## src/rtl/bcd_pkg.sv

```systemverilog
// Shared types and constants for the binary-to-BCD conversion arbiter.
//   state_t : IDLE (arbitrating), SHIFT (conversion running), DONE (result held)
//   BIN_W   : binary operand width
//   BCD_W   : BCD result width (NDIG packed 4-bit digits)
//   NDIG    : number of decimal digits in the result
package bcd_pkg;

  localparam int BIN_W = 8;
  localparam int BCD_W = 12;
  localparam int NDIG  = 3;

  typedef enum logic [1:0] {
    IDLE  = 2'd0,
    SHIFT = 2'd1,
    DONE  = 2'd2
  } state_t;

endpackage

```

## src/rtl/bcd_conv_arbiter_dd_step.sv

```systemverilog
// One combinational double-dabble step: every BCD digit that is 5 or more gets
// +3, then the concatenation {bcd, bin} is shifted left by one bit.
// Ports:
//   bcd_in  : current BCD accumulator (NDIG digits)
//   bin_in  : remaining binary bits, MSB consumed first
//   bcd_out : accumulator after add-3 and shift
//   bin_out : binary bits after shift (LSB filled with 0)
module bcd_dd_step
  import bcd_pkg::*;
(
  input  logic [BCD_W-1:0] bcd_in,
  input  logic [BIN_W-1:0] bin_in,
  output logic [BCD_W-1:0] bcd_out,
  output logic [BIN_W-1:0] bin_out
);

  logic [BCD_W-1:0] bcd_adj;

  // A digit of at most 9 plus 3 is at most 12, so the adjust never leaves its
  // nibble and no carry crosses into the next digit.
  genvar gi;
  generate
    for (gi = 0; gi < NDIG; gi++) begin : g_digit
      logic [3:0] dig;
      assign dig = bcd_in[gi*4 +: 4];
      assign bcd_adj[gi*4 +: 4] = (dig >= 4'd5) ? (dig + 4'd3) : dig;
    end
  endgenerate

  // The top accumulator bit is dropped: for 8-bit inputs the hundreds digit
  // never exceeds 2, so bit 11 is always 0 before the shift.
  assign {bcd_out, bin_out} = {bcd_adj[BCD_W-2:0], bin_in, 1'b0};

endmodule

```

## src/rtl/bcd_conv_arbiter.sv

```systemverilog
// Round-robin arbiter in front of a single sequential binary-to-BCD engine.
// An accepted 8-bit operand is converted with one double-dabble step per
// cycle over 8 cycles; the 3-digit BCD result and the owner ID are then held
// until the consumer takes them.
// Ports:
//   clk, rst_n             : clock, synchronous active-low reset
//   req0_valid/bin/ready   : requester 0 operand handshake
//   req1_valid/bin/ready   : requester 1 operand handshake
//   rsp_valid/bcd/id/ready : result handshake ([11:8] hundreds .. [3:0] ones)
module bcd_conv_arbiter
  import bcd_pkg::*;
#(
  parameter int BIN_W = 8,   // fixed at 8 in this revision
  parameter int BCD_W = 12
) (
  input  logic             clk,
  input  logic             rst_n,
  input  logic             req0_valid,
  input  logic [BIN_W-1:0] req0_bin,
  output logic             req0_ready,
  input  logic             req1_valid,
  input  logic [BIN_W-1:0] req1_bin,
  output logic             req1_ready,
  output logic             rsp_valid,
  output logic [BCD_W-1:0] rsp_bcd,
  output logic             rsp_id,
  input  logic             rsp_ready
);

  localparam int CNT_W = $clog2(BIN_W);
  localparam logic [CNT_W-1:0] LAST_STEP = CNT_W'(BIN_W - 1);

  state_t           state_reg, state_next;
  logic [BIN_W-1:0] bin_reg, bin_next;
  logic [BCD_W-1:0] bcd_reg, bcd_next;
  logic [CNT_W-1:0] cnt_reg, cnt_next;
  logic             id_reg, id_next;
  logic             last_grant_reg, last_grant_next;
  logic             rsp_valid_reg, rsp_valid_next;
  logic [BCD_W-1:0] rsp_bcd_reg, rsp_bcd_next;
  logic             rsp_id_reg, rsp_id_next;

  logic [BCD_W-1:0] step_bcd;
  logic [BIN_W-1:0] step_bin;
  logic             grant0, grant1;

  bcd_dd_step u_step (
    .bcd_in  (bcd_reg),
    .bin_in  (bin_reg),
    .bcd_out (step_bcd),
    .bin_out (step_bin)
  );

  // Under contention the requester that did not win last time is granted;
  // last_grant_reg == 1 means requester 1 won most recently.
  assign grant0 = (state_reg == IDLE) && req0_valid && (!req1_valid || last_grant_reg);
  assign grant1 = (state_reg == IDLE) && req1_valid && (!req0_valid || !last_grant_reg);

  assign req0_ready = grant0;
  assign req1_ready = grant1;
  assign rsp_valid  = rsp_valid_reg;
  assign rsp_bcd    = rsp_bcd_reg;
  assign rsp_id     = rsp_id_reg;

  always_comb begin
    state_next      = state_reg;
    bin_next        = bin_reg;
    bcd_next        = bcd_reg;
    cnt_next        = cnt_reg;
    id_next         = id_reg;
    last_grant_next = last_grant_reg;
    rsp_valid_next  = rsp_valid_reg;
    rsp_bcd_next    = rsp_bcd_reg;
    rsp_id_next     = rsp_id_reg;

    case (state_reg)
      IDLE: begin
        if (grant0 || grant1) begin
          bin_next        = grant1 ? req1_bin : req0_bin;
          bcd_next        = '0;
          cnt_next        = '0;
          id_next         = grant1;
          last_grant_next = grant1;
          state_next      = SHIFT;
        end
      end
      SHIFT: begin
        bcd_next = step_bcd;
        bin_next = step_bin;
        cnt_next = cnt_reg + 1'b1;
        // The final step's output is captured straight into the response
        // register so rsp_valid rises together with a complete result.
        if (cnt_reg == LAST_STEP) begin
          rsp_valid_next = 1'b1;
          rsp_bcd_next   = step_bcd;
          rsp_id_next    = id_reg;
          state_next     = DONE;
        end
      end
      DONE: begin
        if (rsp_ready) begin
          rsp_valid_next = 1'b0;
          state_next     = IDLE;
        end
      end
      default: begin
        state_next = IDLE;
      end
    endcase
  end

  always_ff @(posedge clk) begin
    if (!rst_n) begin
      state_reg      <= IDLE;
      bin_reg        <= '0;
      bcd_reg        <= '0;
      cnt_reg        <= '0;
      id_reg         <= 1'b0;
      last_grant_reg <= 1'b1;
      rsp_valid_reg  <= 1'b0;
      rsp_bcd_reg    <= '0;
      rsp_id_reg     <= 1'b0;
    end else begin
      state_reg      <= state_next;
      bin_reg        <= bin_next;
      bcd_reg        <= bcd_next;
      cnt_reg        <= cnt_next;
      id_reg         <= id_next;
      last_grant_reg <= last_grant_next;
      rsp_valid_reg  <= rsp_valid_next;
      rsp_bcd_reg    <= rsp_bcd_next;
      rsp_id_reg     <= rsp_id_next;
    end
  end

endmodule

```

## config.mk

```make
export PLATFORM = sky130hd
export DESIGN_NAME = bcd_conv_arbiter
export DESIGN_NICKNAME = d
export VERILOG_FILES = /design/src/rtl/bcd_pkg.sv /design/src/rtl/bcd_conv_arbiter_dd_step.sv /design/src/rtl/bcd_conv_arbiter.sv
export SDC_FILE = /design/constraint.sdc
export NUM_CORES = 1
export LEC_CHECK = 0
export ABC_AREA = 1
export ABC_CLOCK_PERIOD_IN_PS = 1550
export BUFFER_PORTS_ARGS = -buffer_cell sky130_fd_sc_hd__clkbuf_2
export CAP_MARGIN = 20
export CORE_MARGIN = 2
export CORE_UTILIZATION = 50
export CTS_CLUSTER_SIZE = 20
export DETAILED_ROUTE_END_ITERATION = 16
export PLACE_DENSITY = 0.75
export SKIP_CTS_REPAIR_TIMING = 1
export SLEW_MARGIN = 15
export SYNTH_ARGS = -nofsm -noshare
export SYNTH_HDL_FRONTEND = slang
export SYNTH_SLANG_ARGS = --single-unit
```

## constraint.sdc

```tcl
create_clock -name clk -period 1.55 [get_ports clk]
set_clock_uncertainty 0.15 [all_clocks]
set_input_delay 0.31 -clock clk [delete_from_list [all_inputs] [get_ports clk]]
set_output_delay 0.31 -clock clk [all_outputs]
set_load 0.1 [all_outputs]
```

==> out/results.txt <==
Count leader, synth - nand2_1
Setup WS pre-CTS - -0.0340 ns
Async S/R FF share, synth - 0
Startpoint type of the worst setup path - flop
Sequential area share after synthesis - 0.390
Die area - 0.00474 sq mm
First-pass iteration count of the detailed router - 4
Tmin final - 1.65 ns
Gpl congestion - 0.861
Final setup margin - -0.102 ns
ANT nets after route - 0
FP Rows - 23
Clock root buffer - clkbuf_8
Clk_lat worst skew - 0.30 ns
Syn-to-layout area delta - 35.9%
Leakage Power - 0.00135 uW
Total core area - 0.00403 sq mm
Clock sinks - 41
CP Class - reg2out
Syn_area_per_cell - 7.36 sq um
Most used DFF post-synth - dfxtp_1
Failing checks - negative setup slack
Number of global-route vias before repair - 1745
Largest net degree at the start of global routing - 23
Initial antenna violation count - 0
CP peak stage delay - 0.36 ns
Actual slew at the worst max-slew pin - 0.408 ns
Slowest cell on the critical path - dfxtp_2
Top post-synthesis cells by area - dfxtp_1 (39%), nand2_1 (12%), inv_1 (7.8%), o21ai_0 (7.1%), a21oi_1 (6.2%)
MaxCap Viol Count - 0
Power density over the cells - 860 mW/mm^2
Detailed Place HPWL - 3080 um
Crit-path max FO - 3
Post-Syn Instances - 286
Netlist cell types - 28
Post-route clock period utilization - 1.07
CTS Buffer Depth - 2
Share of layout cells above drive strength 1 - 0.281
Slew Limit Fails - 0
Status - finished with violations
Relative slew slack - 0.728
Hold WC Path Type - in2reg
First-pass GRT wire length - 7480 um
Yosys reg bits - 41
Die H - 68.9 um
Top cell type by total area after synthesis - dfxtp_1
Total CTS buffers - 5
CP Buf/Inv Count - 2
Fin Setup TNS - -0.161 ns
I/O Pins - 37
Clock transition at path regs - 0.08 ns
Global route total overflow - 0
Synthesized area - 0.00210 sq mm
DRC - 0
CP Data Arrival Time - 1.19 ns
Initial core utilization - 0.522
Crit. End Element - primary output
Via/cell ratio - 5.15
WP data required - 1.09 ns
Tot GR Track Use - 0.212
Fmax - 605 MHz
Final hold violation count - 0
Final instance area - 0.00286 sq mm
Final Routed Wirelength - 4550 um
Die width - 68.9 um
Final core occ - 0.710
Cell Area, Placed - 0.00264 sq mm
CTS tree - built
Unrepaired setup endpoints after global routing - yes
Via count - 1978
I/O Buffers - 36
Hold_ws - 0.0869 ns
Syn Nets - 315
Number of H-tree levels - 2
Worst vdd ir - 0.000687 V
Setup violators final - 2
Final Net Count - 362
Iter 0 DRT Violations - 115
Post-synth top area share - 0.390
YS warnings - 0
Crit path max-delay family - flip-flops
Synth top cells by count - nand2_1 (66), inv_1 (44), dfxtp_1 (41)
Crit-path cells - nor2_4 > nand3_4 > clkinvlp_4 > buf_12
EDFF count, synth - 0
Routed WL per cell - 11.8 um
Ant diodes - 0
[stage by stage]
stage,cells,total power (uW)
after global placement,372,1450
final,384,2460
after detailed placement,372,1450
after CTS,380,2460
after global routing,384,2550
after floorplan,286,1360
[logic make-up after synthesis]
logic type,share of synthesized area
adder cells (fa/ha/maj),0.0476
buffers and inverters,0.114
flip-flops,0.390
AO/OA/AOI/OAI,0.211
AND/OR/NAND/NOR,0.237
[final timing paths]
check / from / end / slack [ns] / depth (start not counted)
max: state_reg[1] / req1_ready / -0.10 / 4
min: req0_bin[2] / bin_reg[2] / 0.09 / 3
max reg2reg: cnt_reg[0] / rsp_bcd[3] / 0.06 / 7
min reg2reg: bcd_reg[11] / bcd_reg[11] / 0.32 / 2
[area by class of cell]
cell class	count	area, sq um
clock buffers	5	68.8
clock inverters	3	65.1
fillers	316	1170
inverters	47	203
multi-input cells	192	1130
flip-flops and latches	41	836
well taps	50	62.6
repair buffers	46	495
[cell usage in the layout, fill, tap and decap left out, types with 3 or more instances in the layout]
cell type,n
nor2_1,8
a21oi_1,26
a21o_1,3
ha_1,8
a21oi_2,4
inv_2,5
inv_1,37
nand3_1,13
dfxtp_2,3
dfxtp_4,3
clkbuf_2,20
nand2_1,62
dfxtp_1,35
o21bai_1,7
o21ai_0,29
buf_12,16
nand2_2,7
o21a_1,5
buf_4,10
nor2_4,3
clkbuf_8,5
nand4_1,7
[worst register-to-register path, delay by kind of cell, from the launching register on]
kind / cells / cell delay, ns
adder cells (fa/ha/maj): 2 / 0.41
AO/OA/AOI/OAI: 1 / 0.14
AND/OR/NAND/NOR: 2 / 0.12
buffers and inverters: 2 / 0.28
flip-flops: 1 / 0.32
[power by group]
group	internal, uW	switching, uW
combinational	121	205
sequential	1090	26.2
clock	640	379
total	1850	610
[layer usage]
layer	vias to the layer above	track usage	share of wire
met5	-	0	0
met4	0	0.0882	0.019
met3	8	0.0390	0.040
met2	44	0.353	0.47
met1	899	0.270	0.47
li1	1027	-	-
(Power assumes the default switching activity.)
